==> src/rtl/mips_control_fsm.sv <==
// mips_control_fsm: multicycle MIPS main control unit (Moore FSM).
// Ports:
//   clk, reset        - rising-edge clock, asynchronous active-high reset
//   op[5:0]           - opcode from the instruction register
//   zero              - ALU zero flag (only used for branch PC enable)
//   iord, memwrite, irwrite, regdst, memtoreg, regwrite, alusrca
//                     - datapath selects and write strobes
//   alusrcb[1:0], aluop[1:0], pcsrc[1:0] - datapath selects
//   pcen              - PC load enable (combinational in zero)
//   state[3:0]        - current state code for debug
module mips_control_fsm #(
    parameter logic [5:0] OP_RTYPE = 6'b000000,
    parameter logic [5:0] OP_LW    = 6'b100011,
    parameter logic [5:0] OP_SW    = 6'b101011,
    parameter logic [5:0] OP_BEQ   = 6'b000100,
    parameter logic [5:0] OP_ADDI  = 6'b001000,
    parameter logic [5:0] OP_J     = 6'b000010
) (
    input  logic       clk,
    input  logic       reset,
    input  logic [5:0] op,
    input  logic       zero,
    output logic       iord,
    output logic       memwrite,
    output logic       irwrite,
    output logic       regdst,
    output logic       memtoreg,
    output logic       regwrite,
    output logic       alusrca,
    output logic [1:0] alusrcb,
    output logic [1:0] aluop,
    output logic [1:0] pcsrc,
    output logic       pcen,
    output logic [3:0] state
);

    localparam logic [3:0] S_FETCH   = 4'd0;
    localparam logic [3:0] S_DECODE  = 4'd1;
    localparam logic [3:0] S_MEMADR  = 4'd2;
    localparam logic [3:0] S_MEMRD   = 4'd3;
    localparam logic [3:0] S_MEMWB   = 4'd4;
    localparam logic [3:0] S_MEMWR   = 4'd5;
    localparam logic [3:0] S_EXECUTE = 4'd6;
    localparam logic [3:0] S_ALUWB   = 4'd7;
    localparam logic [3:0] S_BRANCH  = 4'd8;
    localparam logic [3:0] S_ADDIEX  = 4'd9;
    localparam logic [3:0] S_ADDIWB  = 4'd10;
    localparam logic [3:0] S_JUMP    = 4'd11;

    logic [3:0] r_state;
    logic [3:0] w_next_state;
    logic       w_pcwrite;
    logic       w_branch;

    // State register; reset aborts any in-flight instruction
    always_ff @(posedge clk or posedge reset) begin
        if (reset) begin
            r_state <= S_FETCH;
        end else begin
            r_state <= w_next_state;
        end
    end

    // Next-state logic; op is only consulted in DECODE and MEMADR
    always_comb begin
        w_next_state = S_FETCH;
        case (r_state)
            S_FETCH:   w_next_state = S_DECODE;
            S_DECODE: begin
                if (op == OP_LW || op == OP_SW) w_next_state = S_MEMADR;
                else if (op == OP_RTYPE)        w_next_state = S_EXECUTE;
                else if (op == OP_BEQ)          w_next_state = S_BRANCH;
                else if (op == OP_ADDI)         w_next_state = S_ADDIEX;
                else if (op == OP_J)            w_next_state = S_JUMP;
                else                            w_next_state = S_FETCH;
            end
            S_MEMADR: begin
                if (op == OP_LW)      w_next_state = S_MEMRD;
                else if (op == OP_SW) w_next_state = S_MEMWR;
                else                  w_next_state = S_FETCH;
            end
            S_MEMRD:   w_next_state = S_MEMWB;
            S_EXECUTE: w_next_state = S_ALUWB;
            S_ADDIEX:  w_next_state = S_ADDIWB;
            default:   w_next_state = S_FETCH;
        endcase
    end

    // Moore output decode; unused codes fall through to all-zero
    always_comb begin
        iord      = 1'b0;
        memwrite  = 1'b0;
        irwrite   = 1'b0;
        regdst    = 1'b0;
        memtoreg  = 1'b0;
        regwrite  = 1'b0;
        alusrca   = 1'b0;
        alusrcb   = 2'b00;
        aluop     = 2'b00;
        pcsrc     = 2'b00;
        w_pcwrite = 1'b0;
        w_branch  = 1'b0;
        case (r_state)
            S_FETCH: begin
                irwrite   = 1'b1;
                alusrcb   = 2'b01;
                w_pcwrite = 1'b1;
            end
            S_DECODE: begin
                alusrcb = 2'b11;
            end
            S_MEMADR, S_ADDIEX: begin
                alusrca = 1'b1;
                alusrcb = 2'b10;
            end
            S_MEMRD: begin
                iord = 1'b1;
            end
            S_MEMWB: begin
                memtoreg = 1'b1;
                regwrite = 1'b1;
            end
            S_MEMWR: begin
                iord     = 1'b1;
                memwrite = 1'b1;
            end
            S_EXECUTE: begin
                alusrca = 1'b1;
                aluop   = 2'b10;
            end
            S_ALUWB: begin
                regdst   = 1'b1;
                regwrite = 1'b1;
            end
            S_BRANCH: begin
                alusrca  = 1'b1;
                aluop    = 2'b01;
                pcsrc    = 2'b01;
                w_branch = 1'b1;
            end
            S_ADDIWB: begin
                regwrite = 1'b1;
            end
            S_JUMP: begin
                pcsrc     = 2'b10;
                w_pcwrite = 1'b1;
            end
            default: ;
        endcase
    end

    // Branch resolves in the same cycle the ALU reports zero
    assign pcen  = w_pcwrite | (w_branch & zero);
    assign state = r_state;

endmodule

==> config.mk <==
export PLATFORM = sky130hd
export DESIGN_NAME = mips_control_fsm
export DESIGN_NICKNAME = d
export VERILOG_FILES = /design/src/rtl/mips_control_fsm.sv
export SDC_FILE = /design/constraint.sdc
export NUM_CORES = 1
export LEC_CHECK = 0
export ABC_AREA = 0
export CORE_UTILIZATION = 31
export CTS_CLUSTER_DIAMETER = 30
export DETAILED_ROUTE_END_ITERATION = 10
export GPL_ROUTABILITY_DRIVEN = 0
export PLACE_DENSITY = 0.79
export RECOVER_POWER = 100
export SYNTH_ARGS = -nofsm -noshare
export SYNTH_HDL_FRONTEND = slang
export SYNTH_SLANG_ARGS = --single-unit
==> constraint.sdc <==
create_clock -name clk -period 1.2 [get_ports clk]
set_input_delay 0.24 -clock clk [delete_from_list [all_inputs] [get_ports clk]]
set_output_delay 0.24 -clock clk [all_outputs]
set_load 0.005 [all_outputs]
== Word level (Yosys, flattened, before mapping) ==
Index checks and enable logic that the tools add are counted.
Cells by class
  equal/unequal tests: 16
  bitwise operators: 2
  reduce and logical (&&, ||, !) cells: 8
  mux-type cells: 20
Operators with widths (count)
  one-hot mux 4 bit (6 select lines): 1
  2-to-1 mux 4 bit: 5
  equality test 4 x 3 -> 1 bit, second input constant: 4
  equality test 4 bit, second input constant: 4
  equality test 6 bit, second input constant: 2
  2-to-1 mux 1 bit: 9
  equality test 4 x 2 -> 1 bit, second input constant: 2
  one-hot mux 2 bit (2 select lines): 2
  equality test 6 x 2 -> 1 bit, second input constant: 1
  equality test 6 x 3 -> 1 bit, second input constant: 1
  equality test 6 x 4 -> 1 bit, second input constant: 1
  zero test 6 bit: 1
  2-to-1 mux 3 bit: 2
  one-hot mux 2 bit (3 select lines): 1
  OR reduction 2 bit: 3
  equality test 4 x 1 -> 1 bit, second input constant: 1
  zero test 4 bit: 1
  OR reduction 4 bit: 1
  OR reduction 3 bit: 1
  bitwise AND 1 bit: 1
  logical OR 1 bit: 1
  OR 1 bit: 1
Storage, ports and cells
  input bits: 9
  word-level logic and storage cells: 47
  register bits after elaboration: 4
  output and inout port bits: 18

== Logic depth before layout (Yosys ltp) ==
Gate-level depths: netlist of the first run.
  depth after elaboration: 7
  gate-level depth with buffers: 5
  mapped depth without buffers: 3

== Worst setup path before layout of the first run ==
No wires, ideal clock.
  path type: register -> output
  start point: register r_state[0], in the netlist state[0]
  end point: output port alusrcb[1]
  stages on the path, launching flop included: 4
  path slack: -0.008 ns
  arrival time: 0.968 ns
  required time: 0.960 ns
  path buffers: 0
  path through: dfrtp_1 -> nand2b_1 -> nand2b_1 -> a21oi_1
Between the ends
  longest elaborated chain between the ends: 3
  elaborated cells on any way between the ends: 6
  classes of those cells: 3 x eq/ne; 1 x mux; 2 x reduce/logical
Ends and longest elaborated chain
  start: declaration: line 50  | logic [3:0] r_state;
  start signal: assignment: line 60  | r_state <= w_next_state;
  equality test 4 x 2 -> 1 bit / equality test 4 bit (equally long branches): line 103  | case (r_state)
  OR reduction 2 bit
  one-hot mux 2 bit (3 select lines) *: line 103
  end: declaration: line 30  | output logic [1:0] alusrcb,
Mark *: on every way between the ends. The rest lies on a longest branch, timed or not.

== Worst setup path after layout of the first run ==
  start point: register r_state[1], in the netlist state[1]
  end point: output port iord
Between the ends
  longest elaborated chain between the ends: 3
  elaborated cells on any way between the ends: 4
  classes of those cells: 2 x eq/ne; 1 x mux; 1 x reduce/logical
Ends and longest elaborated chain
  equality test 4 x 2 -> 1 bit / equality test 4 x 3 -> 1 bit (equally long branches): line 103
  OR reduction 2 bit (no line) *
  2-to-1 mux 1 bit *: line 103
  end: declaration: line 23  | output logic iord,
Marked as above.

==> results of run 1 <==
worst max path at each step:
stage                            end  slack [ns]  startpoint
after floorplan           alusrcb[1]       0.006    state[0]
after global placement          pcen       -0.43        zero
after detailed placement        pcen       -0.46        zero
after CTS                    alusrca       -0.33    state[1]
after global routing            pcen       -0.45    state[1]
final                           iord       -0.37    state[1]
metrics by stage:
step | hold WS, ns | instance area, µm² | worst slack [ns]
after floorplan | 0.00601 | 473 | 0.00639
after global placement | 0.436 | 877 | -0.433
after detailed placement | 0.442 | 877 | -0.461
after CTS | 0.185 | 997 | -0.334
after global routing | 0.334 | 1060 | -0.449
final | 0.323 | 1060 | -0.369
worst register-to-register path: stages (launching register included):
cell,delay [ns]
dfrtp_2,0.43
buf_6,0.13
buf_4,0.13
buf_6,0.12
and4bb_2,0.22
a221oi_2,0.27
nor3_2,0.06
placed cells by master (no fill, tap or decap), types with 2 or more instances in the layout:
master / instances
buf_4: 20
buf_2: 14
buf_6: 12
nor2_1: 7
nand2_1: 5
clkdlybuf4s50_1: 5
nor3_2: 4
a21oi_1: 4
nand2b_4: 3
xor2_1: 3
o21ai_0: 3
clkbuf_4: 3
clkbuf_2: 3
dfrtp_2: 3
nand2_2: 2
nor3_4: 2
nor3_1: 2
clkbuf_1: 2
dlygate4sd2_1: 2
layout make-up:
cell class                      instances  area, µm²
Clock buffer                            4       26.3
Inverter                                3       13.8
Multi-Input combinational cell         54        433
Tap cell                               15       18.8
Timing Repair Buffer                   59        464
Sequential cell                         4        104
Fill cell                              89        290
timing repair:
action,4_1_cts,5_1_grt
setup buffers,11,2
gates resized for setup,81,30
endpoints found under the setup margin,21,20
cloned,0,0
pin swaps,7,10
synthesized netlist by cell type:
| cell | instances | area, µm² |
|---|---|---|
| xor2_1 | 3 | 26.3 |
| buf_2 | 3 | 15.0 |
| inv_1 | 3 | 11.3 |
| nor2_1 | 9 | 33.8 |
| nand2b_1 | 3 | 18.8 |
| o32ai_2 | 1 | 16.3 |
| dfrtp_1 | 4 | 100 |
| nand2b_4 | 1 | 13.8 |
| nand3_1 | 1 | 5.00 |
| nand4_1 | 1 | 6.26 |
| buf_6 | 1 | 11.3 |
| nor3_1 | 8 | 40.0 |
| o21ai_0 | 5 | 25.0 |
| a221oi_1 | 1 | 8.76 |
| nand2_1 | 8 | 30.0 |
| nor4_1 | 1 | 6.26 |
| nand4b_4 | 1 | 23.8 |
| o22ai_1 | 1 | 6.26 |
| o221ai_1 | 1 | 8.76 |
| a21oi_1 | 5 | 25.0 |
| and3_1 | 2 | 12.5 |
| and4bb_2 | 1 | 12.5 |
| o2111ai_1 | 1 | 8.76 |
metal layers:
layer	up-vias	routed length, µm	track usage	share of wire
met1	348	765	0.261	0.40
met3	8	111	0.0489	0.058
met2	34	1010	0.433	0.52
met5	-	0	0	0
met4	0	46	0.117	0.024
li1	356	-	-	-
power by group through the flow:
| stage | clock network, W | logic (W) | registers, W |
|---|---|---|---|
| global route | 0.000200 | 0.00112 | 0.000211 |
| CTS | 0.000187 | 0.000911 | 0.000204 |
| finish | 0.000181 | 0.00104 | 0.000207 |
| floorplan | 0 | 0.000363 | 0.000216 |
| detailed placement | 0 | 0.000855 | 0.000200 |
| global placement | 0 | 0.000843 | 0.000198 |
logic make-up after synthesis:
group           share of synthesized area
buf+inv                            0.0806
compound gates                      0.212
xor+xnor                           0.0565
flops                               0.215
simple gates                        0.435
==> flow_summary_export.csv, run 1 <==
group,metric,value,unit
sta,fmax,637,MHz
clock_tree,ctsHoldBuffers,0,
grt,gr-total-overflow,0,
power_and_ir_drop,sequentialPowerShare,0.145,
yosys,syn_nets,74,
sta,finClkSkew,0.00594,ns
setup_path,path_depth,5,
grt,antenna_found_initial,0,
cells_and_area,area_delta_synth_final,128,%
sta,setup_slack,-0.369,ns
clock_tree,path_clk_slew,0.04,ns
power_and_ir_drop,comb_power_share,0.728,
sta,drv_slew,0,
sta,setup_viol,18,
setup_path,cp_num_buf_inv,3,
cells_and_area,largest_register_ffs,4,
drt,drt-wirelength-per-cell,13.9,µm
drt,drc_errors,0,
cells_and_area,post_layout_nonfiller_instances,139,
yosys,synth-warning-count,0,
placement,dp_cells,123,
drt,dr.first_iter.drc_count,18,
clock_tree,ctsLongestPathBuffers,2,
setup_path,r2r_start,"state[1]",
yosys,synth_seq_cells,4,
drt,postRouteAntennaNets,0,
setup_path,worst_path_largest_cell_delay,0.43,ns
grt,grt_pass1_wl,2560,µm
floorplan,fp.coreArea,1350,µm²
power_and_ir_drop,p_int,0.000854,W
setup_path,start_kind,"flop",
min_path,hold_path_class,"input port to asynchronous set/reset pin",
setup_path,arrival,1.33,ns
power_and_ir_drop,p_per_area,1350,nW/µm²
power_and_ir_drop,p_leak,0.520,nW
setup_path,critPathTopFamily,"flip-flops",
floorplan,die_width,40.8,µm
outcome,outcome,"complete, but fails checks",
grt,grt_max_degree,10,
power_and_ir_drop,switchingPower,0.000575,W
setup_path,r2r_cells,6,
setup_path,crit_fanout,4,
flow_run,drv_cap,0,
cells_and_area,drive_gt1_frac,0.637,
placement,io_buffers,26,
drt,viasPerCell,5.37,
cells_and_area,n_antenna_cell,0,
yosys,syn_area_per_cell,7.16,µm²
setup_path,r2r_end,"state[2]",
clock_tree,cts-root-buf,"clkbuf_4",
sta,slew_headroom,0.839,
placement,dpl.hpwl,1170,µm
clock_tree,clk_latency,0.23,ns
setup_path,crit_required,0.96,ns
setup_path,endpoint_kind,"output pin",
setup_path,crit_type,"flop to output pin",
drt,wirelength,1930,µm
power_and_ir_drop,power,0.00143,W
clock_tree,cts_tree,"built",
clock_tree,cts_sinks,4,
sta,fin_crit,1.57,ns
yosys,ys_seq_area_frac,0.215,
sta,hold_viol,0,
clock_tree,h-tree-depth,1,
floorplan,die_y,40.8,µm
sta,setup_tns,-4.28,ns
floorplan,start_util,0.345,
yosys,ys_types,23,
sta,finalCritPeriodShare,1.31,
yosys,postSynthCellCount,65,
cells_and_area,nNetsFinal,134,
floorplan,pin_count,27,
setup_path,cp_slowest_cell,"dfrtp_2",
power_and_ir_drop,pwr-share-clk,0.127,
drt,dr.pass1.iters,4,
setup_path,path_cells,"buf_6, buf_4, xor2_1, and3_1, buf_2",
power_and_ir_drop,switching_share,0.402,
power_and_ir_drop,max-vdd-ir-drop,0.000648,V
yosys,netlist_area,465,µm²
sta,rsz0062_at_grt,"yes",
grt,grt_usage,0.239,
setup_path,r2r_slack,-0.29,ns
grt,grt_pass1_vias,634,
sta,tightest_slew,0.241,ns
clock_tree,numCtsBuffers,3,
cells_and_area,fin_util,0.785,
floorplan,die_area,1660,µm²
floorplan,placementRows,13,
drt,vias,746,
outcome,violations,"negative setup slack",
No activity file was read; power rests on OpenSTA's default activity.
==> run 2, diff against run 1 <==
Settings changed: ABC_CLOCK_PERIOD_IN_PS from default to 1200, CTS_CLUSTER_DIAMETER 30 to 200.
==> results of run 2 <==
No change in the layout: final DEF, timing and power equal those of run 1.
==> run 3, diff against run 2 <==
Settings changed: CTS_CLUSTER_SIZE from default to 8, PLACE_DENSITY 0.79 to 0.67.
==> run 3 against run 2 <==
The flow still finishes with violations (negative setup slack). Clock-buffer cell count unchanged. Final area increased by 11%. Critical path depth increased by 1. Total power increased by 19%. Largest power group unchanged. Wire length increased by 17%. Critical path type unchanged. Worst setup slack improved by 0.023 ns. Non-clock buffer count increased by 3. Largest cell class unchanged. Highest routed layer unchanged. Hold slack improved by 0.036 ns.
==> flow_summary_export.csv, run 3 (same netlist as run 1, synthesis figures left out) <==
group,metric,value,unit
drt,routed.top_layer,"met4",
clock_tree,numCtsBuffers,3,
drt,wirelength,2250,µm
drt,vias,760,
sta,hold_viol,0,
sta,finClkSkew,0.00484,ns
grt,gr-total-overflow,0,
grt,grt_pass1_wl,3080,µm
sta,tightest_slew,0.287,ns
floorplan,start_util,0.345,
placement,dpl.hpwl,1220,µm
sta,rsz0062_at_grt,"yes",
floorplan,die_area,1660,µm²
setup_path,critPathTopFamily,"flip-flops",
sta,drv_slew,0,
floorplan,die_y,40.8,µm
sta,fin_crit,1.55,ns
floorplan,placementRows,13,
placement,io_buffers,26,
power_and_ir_drop,max-vdd-ir-drop,0.000793,V
setup_path,cp_num_buf_inv,3,
setup_path,worst_path_largest_cell_delay,0.45,ns
power_and_ir_drop,p_per_area,1450,nW/µm²
power_and_ir_drop,p_leak,0.555,nW
sta,setup_slack,-0.345,ns
sta,slew_headroom,0.808,
drt,dr.pass1.iters,4,
cells_and_area,n_antenna_cell,0,
drt,met1_length,900,µm
cells_and_area,drive_gt1_frac,0.717,
cells_and_area,area_delta_synth_final,152,%
cells_and_area,nNetsFinal,137,
drt,dr_wl_met3,96,µm
drt,routed-wl-met2,1200,µm
sta,finalCritPeriodShare,1.29,
drt,viasPerCell,5.35,
outcome,violations,"negative setup slack",
placement,pre_cts_ws,-0.453,ns
cells_and_area,final_cell_mix,"buf_4 (19), buf_6 (18), buf_2 (13), nor2_1 (7), clkdlybuf4s50_1 (6)",
drt,drc_errors,0,
setup_path,endpoint_kind,"output pin",
power_and_ir_drop,power,0.00170,W
floorplan,pin_count,27,
setup_path,crit_required,0.96,ns
clock_tree,ctsLongestPathBuffers,2,
cells_and_area,largest_register_ffs,4,
clock_tree,cts_sinks,4,
sta,setup_viol,21,
clock_tree,clk_latency,0.25,ns
min_path,hold_path_class,"input port to asynchronous set/reset pin",
setup_path,path_cells,"buf_4, buf_6, nor2_4, nand2_2, nand2_2, buf_6",
cells_and_area,fillers,69,
setup_path,cp_slowest_cell,"dfrtp_2",
clock_tree,cts-root-buf,"clkbuf_4",
grt,antenna_found_initial,0,
setup_path,crit_type,"flop to output pin",
drt,drt-wirelength-per-cell,15.9,µm
grt,grt_max_degree,8,
setup_path,arrival,1.31,ns
grt,grt_usage,0.298,
floorplan,die_width,40.8,µm
clock_tree,path_clk_slew,0.04,ns
setup_path,start_kind,"flop",
clock_tree,h-tree-depth,1,
drt,dr.first_iter.drc_count,17,
drt,postRouteAntennaNets,0,
grt,grt_pass1_vias,700,
cells_and_area,layout_commonest_cell,"buf_4",
clock_tree,cts_tree,"built",
sta,fmax,647,MHz
floorplan,fp.coreArea,1350,µm²
setup_path,crit_fanout,5,
flow_run,drv_cap,0,
outcome,outcome,"complete, but fails checks",
## run 3: cell types whose count changed in the layout (fill, tap and decap cells not counted), sizes merged
| cell | change |
|---|---|
| buf | +6 |
| clkbuf | -2 |
| clkdlybuf4s50 | +1 |
| dlygate4sd2 | -1 |
| dlymetal6s2s | -1 |
## run 3: layout make-up
cell class / count / area [µm²] / area share
clock buffers: 4 / 26.3 / 0.0224
repair buffers: 62 / 534 / 0.455
flip-flops and latches: 4 / 104 / 0.0885
well taps: 15 / 18.8 / 0.0160
inverters: 3 / 13.8 / 0.0117
multi-input cells: 54 / 477 / 0.406
## run 3: power breakdown
group	internal, W	total, W	switching (W)
logic	0.000734	0.00129	0.000553
clock network	0.000126	0.000201	0.0000754
registers	0.000170	0.000212	0.0000414
total	0.00103	0.00170	0.000670
## run 3: routing by layer
metal	vias up	global-route usage
met5	-	0
met3	5	0.0326
met4	0	0.183
met2	39	0.540
met1	352	0.328
li1	364	-
## run 3: what timing repair did
action	CTS	global route
resized for setup	111	20
pin swaps	10	8
setup buffers	16	2
hold buffers	0	0
setup endpoints to repair	21	22
gates cloned	0	0
## run 3: worst paths after layout
kind / slack, ns / cells after the start / startpoint / to
setup / recovery: -0.35 / 6 / state[1] / alusrca
hold reg to reg: 0.77 / 3 / state[0] / state[1]
max in group asynchronous: 0.65 / 2 / reset / state[2]
min in group clk: 0.62 / 4 / op[3] / state[3]
hold / removal: 0.36 / 2 / reset / state[1]
setup reg to reg: -0.20 / 5 / state[1] / state[2]
## run 3: stage by stage
| stage | instance area (µm²) | hold WS, ns | instances | utilization | TNS (ns) |
|---|---|---|---|---|---|
| 2_1_floorplan | 473 | 0.00601 | 65 | - | 0 |
| 3_3_place_gp | 877 | 0.433 | 123 | 0.650 | -6.69 |
| 3_5_place_dp | 877 | 0.440 | 123 | 0.650 | -7.01 |
| 4_1_cts | 1110 | 0.176 | 142 | 0.822 | -3.75 |
| 5_1_grt | 1170 | 0.371 | 142 | 0.869 | -5.58 |
| 6_report | 1170 | 0.358 | 142 | 0.869 | -4.57 |
